`src/rtl/mem_stage_ctrl_pkg.sv`:
```
// Shared types and constants for the MEM-stage data-memory access controller.
// Holds the FSM state encoding, default bus widths and the word-alignment check.
package mem_stage_ctrl_pkg;

    localparam int ADDR_W_DEF = 32;
    localparam int DATA_W_DEF = 32;

    // Low address bits that must be zero for a word access.
    localparam logic [1:0] ALIGN_MASK = 2'b11;

    typedef enum logic [1:0] {
        IDLE = 2'd0,
        REQ  = 2'd1,
        DONE = 2'd2
    } stateT;

    function automatic logic isAligned(input logic [1:0] lowBits);
        return (lowBits & ALIGN_MASK) == 2'b00;
    endfunction

endpackage

```
`src/rtl/mem_stage_ctrl_if.sv`:
```
// Data-memory request/acknowledge bus between the MEM-stage controller and the memory.
// The controller side is the master; the memory model or SRAM wrapper is the slave.
interface mem_stage_ctrl_if
    import mem_stage_ctrl_pkg::*;
#(
    parameter int ADDR_W = ADDR_W_DEF,
    parameter int DATA_W = DATA_W_DEF
);

    logic              mem_req_o;
    logic              mem_we_o;
    logic [ADDR_W-1:0] mem_addr_o;
    logic [DATA_W-1:0] mem_wdata_o;
    logic              mem_ack_i;
    logic [DATA_W-1:0] mem_rdata_i;

    modport master (
        output mem_req_o, mem_we_o, mem_addr_o, mem_wdata_o,
        input  mem_ack_i, mem_rdata_i
    );

    modport slave (
        input  mem_req_o, mem_we_o, mem_addr_o, mem_wdata_o,
        output mem_ack_i, mem_rdata_i
    );

endinterface

```
`src/rtl/mem_stage_ctrl.sv`:
```
// MEM-stage access controller: launches one word access per load/store, stalls the
// pipeline until the memory acknowledges, and returns load data to MEM/WB.
module mem_stage_ctrl
    import mem_stage_ctrl_pkg::*;
#(
    parameter int ADDR_W = ADDR_W_DEF,
    parameter int DATA_W = DATA_W_DEF
)(
    input  logic              clk_i,
    input  logic              rst_i,
    input  logic              start_i,
    input  logic [ADDR_W-1:0] addr_i,
    input  logic [DATA_W-1:0] wdata_i,
    input  logic              MemRead_i,
    input  logic              MemWrite_i,
    output logic [DATA_W-1:0] rdata_o,
    output logic              stall_o,
    output logic              misalign_o,
    mem_stage_ctrl_if.master  memBus
);

    stateT             state;
    logic              memReq;
    logic              memWe;
    logic [ADDR_W-1:0] memAddr;
    logic [DATA_W-1:0] memWdata;

    logic access;
    logic aligned;
    logic accept;

    // Nothing is accepted while reset is held, so stall/misalign drop with it.
    assign access     = ~rst_i & start_i & (MemRead_i | MemWrite_i);
    assign aligned    = isAligned(addr_i[1:0]);
    assign accept     = (state == IDLE) & access & aligned;
    assign stall_o    = accept | (state == REQ);
    assign misalign_o = (state == IDLE) & access & ~aligned;

    assign memBus.mem_req_o   = memReq;
    assign memBus.mem_we_o    = memWe;
    assign memBus.mem_addr_o  = memAddr;
    assign memBus.mem_wdata_o = memWdata;

    // NOTE: non-blocking assignments throughout so every register samples the
    // pre-edge values; blocking here would create order-dependent simulation.
    always_ff @(posedge clk_i or posedge rst_i) begin
        if (rst_i) begin
            state    <= IDLE;
            memReq   <= 1'b0;
            memWe    <= 1'b0;
            memAddr  <= '0;
            memWdata <= '0;
            rdata_o  <= '0;
        end else begin
            case (state)
                IDLE: begin
                    if (accept) begin
                        // A combined read+write request is serviced as a store.
                        memAddr  <= addr_i;
                        memWdata <= wdata_i;
                        memWe    <= MemWrite_i;
                        memReq   <= 1'b1;
                        state    <= REQ;
                    end
                end
                REQ: begin
                    if (memBus.mem_ack_i) begin
                        memReq <= 1'b0;
                        if (!memWe) begin
                            rdata_o <= memBus.mem_rdata_i;
                        end
                        state <= DONE;
                    end
                end
                DONE: begin
                    // EX/MEM advances at this edge; the held instruction is not re-issued.
                    state <= IDLE;
                end
                default: begin
                    memReq <= 1'b0;
                    state  <= IDLE;
                end
            endcase
        end
    end

endmodule
```
`src/flat_wrapper.sv`:
```
// flat-port wrapper written by rule: the top's interface ports become plain ports
module mem_stage_ctrl_flat import mem_stage_ctrl_pkg::*;
#(
    parameter int ADDR_W = ADDR_W_DEF,
    parameter int DATA_W = DATA_W_DEF
)
  (clk_i, rst_i, start_i, addr_i, wdata_i, MemRead_i, MemWrite_i, rdata_o, stall_o, misalign_o, memBus_mem_req_o, memBus_mem_we_o, memBus_mem_addr_o, memBus_mem_wdata_o, memBus_mem_ack_i, memBus_mem_rdata_i);
  mem_stage_ctrl_if #(.ADDR_W(ADDR_W), .DATA_W(DATA_W)) memBus_i ();
  input  logic clk_i;
  input  logic rst_i;
  input  logic start_i;
  input  logic [ADDR_W-1:0] addr_i;
  input  logic [DATA_W-1:0] wdata_i;
  input  logic MemRead_i;
  input  logic MemWrite_i;
  output logic [DATA_W-1:0] rdata_o;
  output logic stall_o;
  output logic misalign_o;
  output wire logic [$bits(memBus_i.mem_req_o)-1:0] memBus_mem_req_o;
  output wire logic [$bits(memBus_i.mem_we_o)-1:0] memBus_mem_we_o;
  output wire logic [$bits(memBus_i.mem_addr_o)-1:0] memBus_mem_addr_o;
  output wire logic [$bits(memBus_i.mem_wdata_o)-1:0] memBus_mem_wdata_o;
  input wire logic [$bits(memBus_i.mem_ack_i)-1:0] memBus_mem_ack_i;
  input wire logic [$bits(memBus_i.mem_rdata_i)-1:0] memBus_mem_rdata_i;
  assign memBus_mem_req_o = memBus_i.mem_req_o;
  assign memBus_mem_we_o = memBus_i.mem_we_o;
  assign memBus_mem_addr_o = memBus_i.mem_addr_o;
  assign memBus_mem_wdata_o = memBus_i.mem_wdata_o;
  assign memBus_i.mem_ack_i = memBus_mem_ack_i;
  assign memBus_i.mem_rdata_i = memBus_mem_rdata_i;
  mem_stage_ctrl #(.ADDR_W(ADDR_W), .DATA_W(DATA_W)) u_core (.clk_i(clk_i), .rst_i(rst_i), .start_i(start_i), .addr_i(addr_i), .wdata_i(wdata_i), .MemRead_i(MemRead_i), .MemWrite_i(MemWrite_i), .rdata_o(rdata_o), .stall_o(stall_o), .misalign_o(misalign_o), .memBus(memBus_i));
endmodule
```
`config.mk`:
```
export PLATFORM = sky130hd
export DESIGN_NAME = mem_stage_ctrl_flat
export DESIGN_NICKNAME = d
export VERILOG_FILES = /design/src/rtl/mem_stage_ctrl_pkg.sv /design/src/rtl/mem_stage_ctrl_if.sv /design/src/rtl/mem_stage_ctrl.sv /design/src/flat_wrapper.sv
export SDC_FILE = /design/constraint.sdc
export NUM_CORES = 1
export LEC_CHECK = 0
export ABC_AREA = 1
export CORE_MARGIN = 3
export CORE_UTILIZATION = 44
export CTS_BUF_LIST = sky130_fd_sc_hd__clkbuf_4 sky130_fd_sc_hd__clkbuf_8 sky130_fd_sc_hd__clkbuf_16
export DETAILED_ROUTE_END_ITERATION = 12
export GPL_TIMING_DRIVEN = 0
export PLACE_DENSITY = 0.9
export SETUP_SLACK_MARGIN = 0.02
export SYNTH_ARGS = -nofsm -noshare
export SYNTH_HDL_FRONTEND = slang
export SYNTH_SLANG_ARGS = --single-unit
export TNS_END_PERCENT = 50
```
`constraint.sdc`:
```
create_clock -name clk_i -period 7.25 [get_ports clk_i]
set_clock_uncertainty 0.2 [all_clocks]
set_input_delay 1.45 -clock clk_i [delete_from_list [all_inputs] [get_ports clk_i]]
set_output_delay 1.45 -clock clk_i [all_outputs]
set_load 0.005 [all_outputs]
```
==> metrics.md, run 1 <==
| Metric | Value |
|---|---|
| Outcome | complete, no violations |
| Cell Pwr Density | 261.3 nW/µm² |
| Mux cell area share after synthesis | 0% |
| Final wirelength | 12170 µm |
| DP HPWL | 9366 µm |
| Num rows | 34 |
| Slew HR | 56.87% |
| First-pass GRT wire length | 18850 µm |
| Startpoint Class | input pin |
| Worst hold path type | reg -> reg |
| Worst Setup End Kind | output pin |
| RSZ-0062 raised after global routing | false |
| Fillers | 655 |
| Final worst-path cycle share | 75.39% |
| Global route total overflow | 0 |
| Clock buffer depth | 2 |
| Slew of the pin with the lowest slew margin | 646.9 ps |
| IO Pins | 202 |
| CP Max Fanout | 51 |
| Final hold violation count | 0 |
| Synth Register Bits | 100 |
| Drt drc | 0 |
| Total Power | 1.692 mW |
| Ant diodes | 0 |
| Synth Cell Area | 4101 µm² |
| Seq/Total Area, Yosys | 61.01% |
| Share of cells above drive strength 1 | 8.120% |
| Max incr delay on CP | 500 ps |
| Clock root buffer | clkbuf_8 |
| Vert. Die Dim | 102.5 µm |
| Syn Nets | 549 |
| Die ar. | 10520 µm² |
| Synthesized-area fraction occupied by xor and xnor cells | 0% |
| Maximum number of pins on one net before global-route repair | 52 |
| FF+latch area | 2502 µm² |
| Placer Congestion | 0.8172 |
| Starting DRT DRC Count | 176 |
| WP data arrival | 3820 ps |
| Core area | 8891 µm² |
| # port buffers | 201 |
| Library cells used by synthesis | 17 |
| Hold_buf cts | 0 |
| Vias in the first global route | 3982 |
| CP Cell Sequence | clkdlybuf4s50_1 > inv_4 > nand2_1 > nor2_2 > buf_2 > buf_4 > nand2_1 > nor2_1 > clkdlybuf4s50_1 |
| Clock buffer count from CTS | 9 |
| Post-Synthesis Cells | 447 |
| Place WS | 1728 ps |
| Simple-gate share of the synthesized area | 32.89% |
| TNS Setup | 0 ps |
| Top post-synthesis cells by area | dfrtp_1 (61%), nand2_1 (18%), nand4_1 (9.6%) |
| Worst VDD drop | 0.1481 mV |
| CTS tree | yes |
| Synth Area in Adders | 0% |
| Synth-to-Final Area Change | 57.90% |
| WL per Instance | 15.74 µm |
| Final ANT Viol Nets | 0 |
| Critical path required time | 5600 ps |
| Most frequent cells in the layout | clkdlybuf4s50_1 (201), nand2_1 (196), dfrtp_1 (100) |
| Clk Latency, worst-skew pair | 340 ps |
| Max frequency | 0.1830 GHz |
| Antenna violations before repair | 0 |
| Clock sink count | 100 |
| P_leak | 3.137 nW |
| # nets final | 762 |
| Yosys top cell area share | 61.01% |
| Largest family of logic cells by synthesized area | simple AND/OR/NAND/NOR gates |
| Overall routing resource usage | 23.00% |
| Synthesis Warnings | 0 |
| Critical path type | in -> out |
| Die X | 102.5 µm |
| Reg clk slew, reported paths | 90 ps |
| Multi-input gate area | 1359 µm² |
| Critical path's slowest cell | clkdlybuf4s50_1 |
| Final setup viols | 0 |
| Post-CTS sizing | 0 |
| Final min period | 5466 ps |
| Initial Utilization | 46.13% |
| Most common cell after layout, fill and taps aside | clkdlybuf4s50_1 |
| R2R depth | 5 |
| Detailed-route via count | 3931 |
| Average cell area after synthesis | 9.175 µm² |
| Pre-Repair DR Iteration Count | 4 |
| H-tree depth | 3 |
| Setup WS post-layout | 1784 ps |
| Dominant cell type by area after synthesis | dfrtp_1 |
| Complex-gate fraction of the synthesized area | 0.2441% |
| Max cap viols | 0 |
| Fin. max-slew vios | 0 |
| Hold depth | 2 |
| Post-CTS Setup Bufs | 0 |
| Via-to-Cell Ratio | 5.085 |
## sequential cells by signal, indices dropped and copies added (netlist names)
signal,flops
u_core.memBus.mem_addr_o,32
u_core.memBus.mem_wdata_o,32
u_core.rdata_o,32
u_core.state,2
u_core.memBus.mem_req_o,1
u_core.memBus.mem_we_o,1
## kinds of logic (layout without fill, tap and decap cells)
kind of cell | after synthesis | in the layout
flip-flops | 100 | 100
AND/OR/NAND/NOR | 301 | 301
buffers and inverters | 44 | 262
AO/OA/AOI/OAI | 2 | 2
## Yosys cell counts
| cell | number |
|---|---|
| nand3_1 | 32 |
| buf_4 | 7 |
| nand4_1 | 63 |
| nor2_1 | 5 |
| nor2_2 | 2 |
| buf_2 | 21 |
| nand2_2 | 1 |
| nor2_4 | 1 |
| inv_1 | 6 |
| dfrtp_1 | 100 |
| inv_2 | 1 |
| nand3_2 | 1 |
| o21ai_1 | 1 |
| clkbuf_1 | 6 |
| buf_6 | 3 |
| nand2_1 | 196 |
| o21ai_0 | 1 |
## stage by stage
step / std cells / utilization (%) / hold WS (ps) / cell area [µm²]
floorplan: 447 / - / 264.9 / 4101
global placement: 756 / 70.28 / 253.0 / 6248
detailed placement: 757 / 70.62 / 257.4 / 6279
CTS: 773 / 72.84 / 280.3 / 6476
global route: 773 / 72.84 / 298.5 / 6476
finish: 773 / 72.84 / 278.5 / 6476
## area by class of cell
type / instances / share of cell area (%)
Timing Repair Buffer: 202 / 31.49
Clock buffer: 9 / 1.913
Inverter: 7 / 0.4444
Sequential cell: 100 / 38.64
Multi-Input combinational cell: 303 / 20.98
Tap cell: 108 / 2.087
Clock inverter: 7 / 1.140
Buffer: 37 / 3.304
## layer usage
metal / global-route usage, % / vias up / part of all wire, %
li1: - / 1897 / -
met1: 26.87 / 1841 / 38
met2: 39.62 / 175 / 49
met3: 8.457 / 18 / 11
met4: 6.963 / 0 / 1.6
met5: 0 / - / 0
## path summary, 6_finish.rpt
kind	start	end	slack, ps
worst max-delay path	rst_i	misalign_o	1780
worst min-delay path	u_core.memBus.mem_wdata_o[23]	u_core.memBus.mem_wdata_o[23]	280
worst max register to register	u_core.state[0]	u_core.memBus.mem_wdata_o[30]	5660
worst min register to register	u_core.memBus.mem_wdata_o[23]	u_core.memBus.mem_wdata_o[23]	280
max in group asynchronous	rst_i	u_core.memBus.mem_wdata_o[15]	4840
min in group asynchronous	rst_i	u_core.rdata_o[22]	1340
## report_power, final
group          switching (mW)  total, mW  internal (mW)
Sequential             0.0789      0.776          0.697
Combinational           0.216      0.560          0.344
Clock                   0.194      0.356          0.162
## critical path, delay by kind of cell
family / cells / cell delay, ps
AND/OR/NAND/NOR: 4 / 410
buffers and inverters: 5 / 1900
Power figures use the tool's default switching activity.
==> inputs of run 2 (changes only) <==
--- a/config.mk
+++ b/config.mk
@@ -7,11 +7,11 @@
 export LEC_CHECK = 0
 export ABC_AREA = 1
 export CORE_MARGIN = 3
-export CORE_UTILIZATION = 44
+export CORE_UTILIZATION = 40
 export CTS_BUF_LIST = sky130_fd_sc_hd__clkbuf_4 sky130_fd_sc_hd__clkbuf_8 sky130_fd_sc_hd__clkbuf_16
 export DETAILED_ROUTE_END_ITERATION = 12
 export GPL_TIMING_DRIVEN = 0
-export PLACE_DENSITY = 0.9
+export PLACE_DENSITY = 0.84
 export SETUP_SLACK_MARGIN = 0.02
 export SYNTH_ARGS = -nofsm -noshare
 export SYNTH_HDL_FRONTEND = slang
==> constraint.sdc (replaced) <==
create_clock -name clk_i -period 5.4 [get_ports clk_i]
set_clock_uncertainty 0.2 [all_clocks]
set_input_delay 1.08 -clock clk_i [delete_from_list [all_inputs] [get_ports clk_i]]
set_output_delay 1.08 -clock clk_i [all_outputs]
set_load 0.005 [all_outputs]
==> run 2 against run 1 <==
Cell count grew 3.2%. Routed wire length down 0.77%. Setup slack got worse by 1100 ps.
==> metrics.md, run 2 (synthesized netlist as in run 1, its figures left out) <==
| Metric | Value |
|---|---|
| Outcome | complete, no violations (unchanged) |
| Hold Path End | u_core.memBus.mem_addr_o[26] (was u_core.memBus.mem_wdata_o[23]) |
| P_leak | 3.132 nW (was 3.137 nW) |
| Initial Utilization | 41.58% (was 46.13%) |
| Most common cell after layout, fill and taps aside | clkdlybuf4s50_1 (unchanged) |
| Placed inst area | 6310 µm² (was 6279 µm²) |
| WP data arrival | 3450 ps (was 3820 ps) |
| Global route total overflow | 0 (unchanged) |
| Clk Latency, worst-skew pair | 340 ps (about the same) |
| Fin. max-slew vios | 0 (unchanged) |
| Setup WS post-layout | 670.6 ps (was 1784 ps) |
| Core area | 9864 µm² (was 8891 µm²) |
| Detailed-route via count | 3905 (was 3931) |
| Final wirelength | 12070 µm (was 12170 µm) |
| Clock buffer count from CTS | 9 (unchanged) |
| Share of cells above drive strength 1 | 8.120% (unchanged) |
| Ant diodes | 0 (unchanged) |
| CP Cell Sequence | clkdlybuf4s50_1 > inv_4 > nand2_1 > nor2_2 > buf_2 > buf_4 > nand2_1 > nor2_1 > clkdlybuf4s50_1 (unchanged) |
| Pre-Repair DR Iteration Count | 4 (unchanged) |
| Slew of the pin with the lowest slew margin | 613.8 ps (was 646.9 ps) |
| Place WS | 629.5 ps (was 1728 ps) |
| Post-CTS Setup Bufs | 0 (unchanged) |
| Final ANT Viol Nets | 0 (unchanged) |
| Maximum number of pins on one net before global-route repair | 54 (was 52) |
| Post-CTS sizing | 0 (unchanged) |
| DP HPWL | 9195 µm (was 9366 µm) |
| Placed Cells | 782 (was 757) |
| H-tree depth | 3 (unchanged) |
| IO Pins | 202 (unchanged) |
| Startpoint Class | input pin (unchanged) |
| Max frequency | 0.2114 GHz |
| Total Power | 2.275 mW (was 1.692 mW) |
| Worst path bufs/invs | 5 (unchanged) |
| Most frequent cells in the layout | clkdlybuf4s50_1 (201), nand2_1 (196), dfrtp_1 (100) (unchanged) |
| # nets final | 762 (unchanged) |
| TNS Setup | 0 ps (unchanged) |
| Worst VDD drop | 0.1694 mV (was 0.1481 mV) |
| Slew HR | 59.08% (was 56.87%) |
| Die X | 107.3 µm (was 102.5 µm) |
| Vias in the first global route | 3924 (was 3982) |
| Final instance area | 6518 µm² (was 6476 µm²) |
| Num rows | 36 (was 34) |
| Antenna violations before repair | 0 (unchanged) |
| Starting DRT DRC Count | 289 (was 176) |
| # port buffers | 201 (unchanged) |
| WL per Instance | 15.13 µm (was 15.74 µm) |
| Clock buffer depth | 2 (unchanged) |
| Max cap viols | 0 (unchanged) |
| Die ar. | 11500 µm² (was 10520 µm²) |
| Max incr delay on CP | 510 ps (was 500 ps) |
| Final setup viols | 0 (unchanged) |
| Critical path type | in -> out (unchanged) |
| Critical path required time | 4120 ps (was 5600 ps) |
| First-pass GRT wire length | 19410 µm (was 18850 µm) |
| Hold depth | 2 (unchanged) |
| R2R Path End | u_core.memBus.mem_wdata_o[10] (was u_core.memBus.mem_wdata_o[30]) |
| Worst Setup End Kind | output pin (unchanged) |
| Fillers | 789 (was 655) |
| Via-to-Cell Ratio | 4.893 (was 5.085) |
| CP Max Fanout | 49 (was 51) |
| Clock root buffer | clkbuf_8 (unchanged) |
| Worst hold path type | reg -> reg (unchanged) |
| Reg clk slew, reported paths | 90 ps (about the same) |
| Reg2Reg Setup Slack | 3790 ps (was 5660 ps) |
| CP top delay family | buffers and inverters (unchanged) |
| Vert. Die Dim | 107.3 µm (was 102.5 µm) |
| Clock sink count | 100 (unchanged) |
| Synth-to-Final Area Change | 58.91% (was 57.90%) |
| Final worst-path cycle share | 87.58% |
| Fin cells | 798 (was 773) |
| Final hold violation count | 0 (unchanged) |
| Worst r2r src | u_core.state[0] (unchanged) |
| RSZ-0062 raised after global routing | false (unchanged) |
| Drt drc | 0 (unchanged) |
| R2R depth | 5 (unchanged) |
| CTS tree | yes (unchanged) |
| Hold_buf cts | 0 (unchanged) |
| Critical path's slowest cell | clkdlybuf4s50_1 (unchanged) |
| Final min period | 4729 ps |
| Cell Pwr Density | 349.1 nW/µm² (was 261.3 nW/µm²) |
| Overall routing resource usage | 21.11% (was 23.00%) |
| Placer Congestion | 0.7859 (was 0.8172) |
| Hold_sp | u_core.memBus.mem_addr_o[26] (was u_core.memBus.mem_wdata_o[23]) |
-- run 2: cell types whose count changed in the layout (fill, tap and decap cells not counted) --
cell,change
clkinv_4,-1
clkbuf_8,+1
clkinv_2,-2
clkinvlp_4,+2
-- run 2: power breakdown --
group / total [mW] / internal, mW / switching [mW]
Sequential: 1.04 / 0.936 / 0.107
Clock: 0.489 / 0.230 / 0.258
Combinational: 0.744 / 0.461 / 0.282
Total: 2.28 / 1.63 / 0.647
-- run 2: worst max path at each step --
| stage | start | end | cells after the start |
|---|---|---|---|
| floorplan | rst_i | misalign_o | 7 |
| global placement | rst_i | misalign_o | 9 |
| detailed placement | rst_i | misalign_o | 9 |
| CTS | rst_i | misalign_o | 9 |
| global route | rst_i | misalign_o | 9 |
| finish | rst_i | misalign_o | 9 |
-- run 2: layer usage --
layer  vias to the layer above  track usage (%)  wire length [µm]
met5                         -                0                 0
met4                         0            6.393               154
met3                        14            5.879               976
met2                       168            35.30              5812
met1                      1823            26.70              5128
li1                       1900                -                 -
-- run 2: stage by stage --
step                      utilization [%]  hold slack, ps
after floorplan                         -           264.9
after global routing                66.07           302.2
after global placement              63.66           253.1
after CTS                           66.07           281.6
after detailed placement            63.97           257.0
final                               66.07           277.3
-- run 2: tightest hold or removal path: cells and delay by family (launching register included) --
| kind | cells | cell delay [ps] |
|---|---|---|
| simple gates | 2 | 90 |
| flops | 1 | 360 |
-- run 2: cell type report --
class / count / area (µm²) / area share, %
sequential: 100 / 2502 / 38.40
timing repair buffer: 202 / 2039 / 31.29
multi-input combinational: 303 / 1359 / 20.85
buffer: 37 / 214.0 / 3.283
tap: 133 / 166.4 / 2.553
clock buffer: 10 / 137.6 / 2.112
clock inverter: 6 / 70.07 / 1.075
inverter: 7 / 28.78 / 0.4415
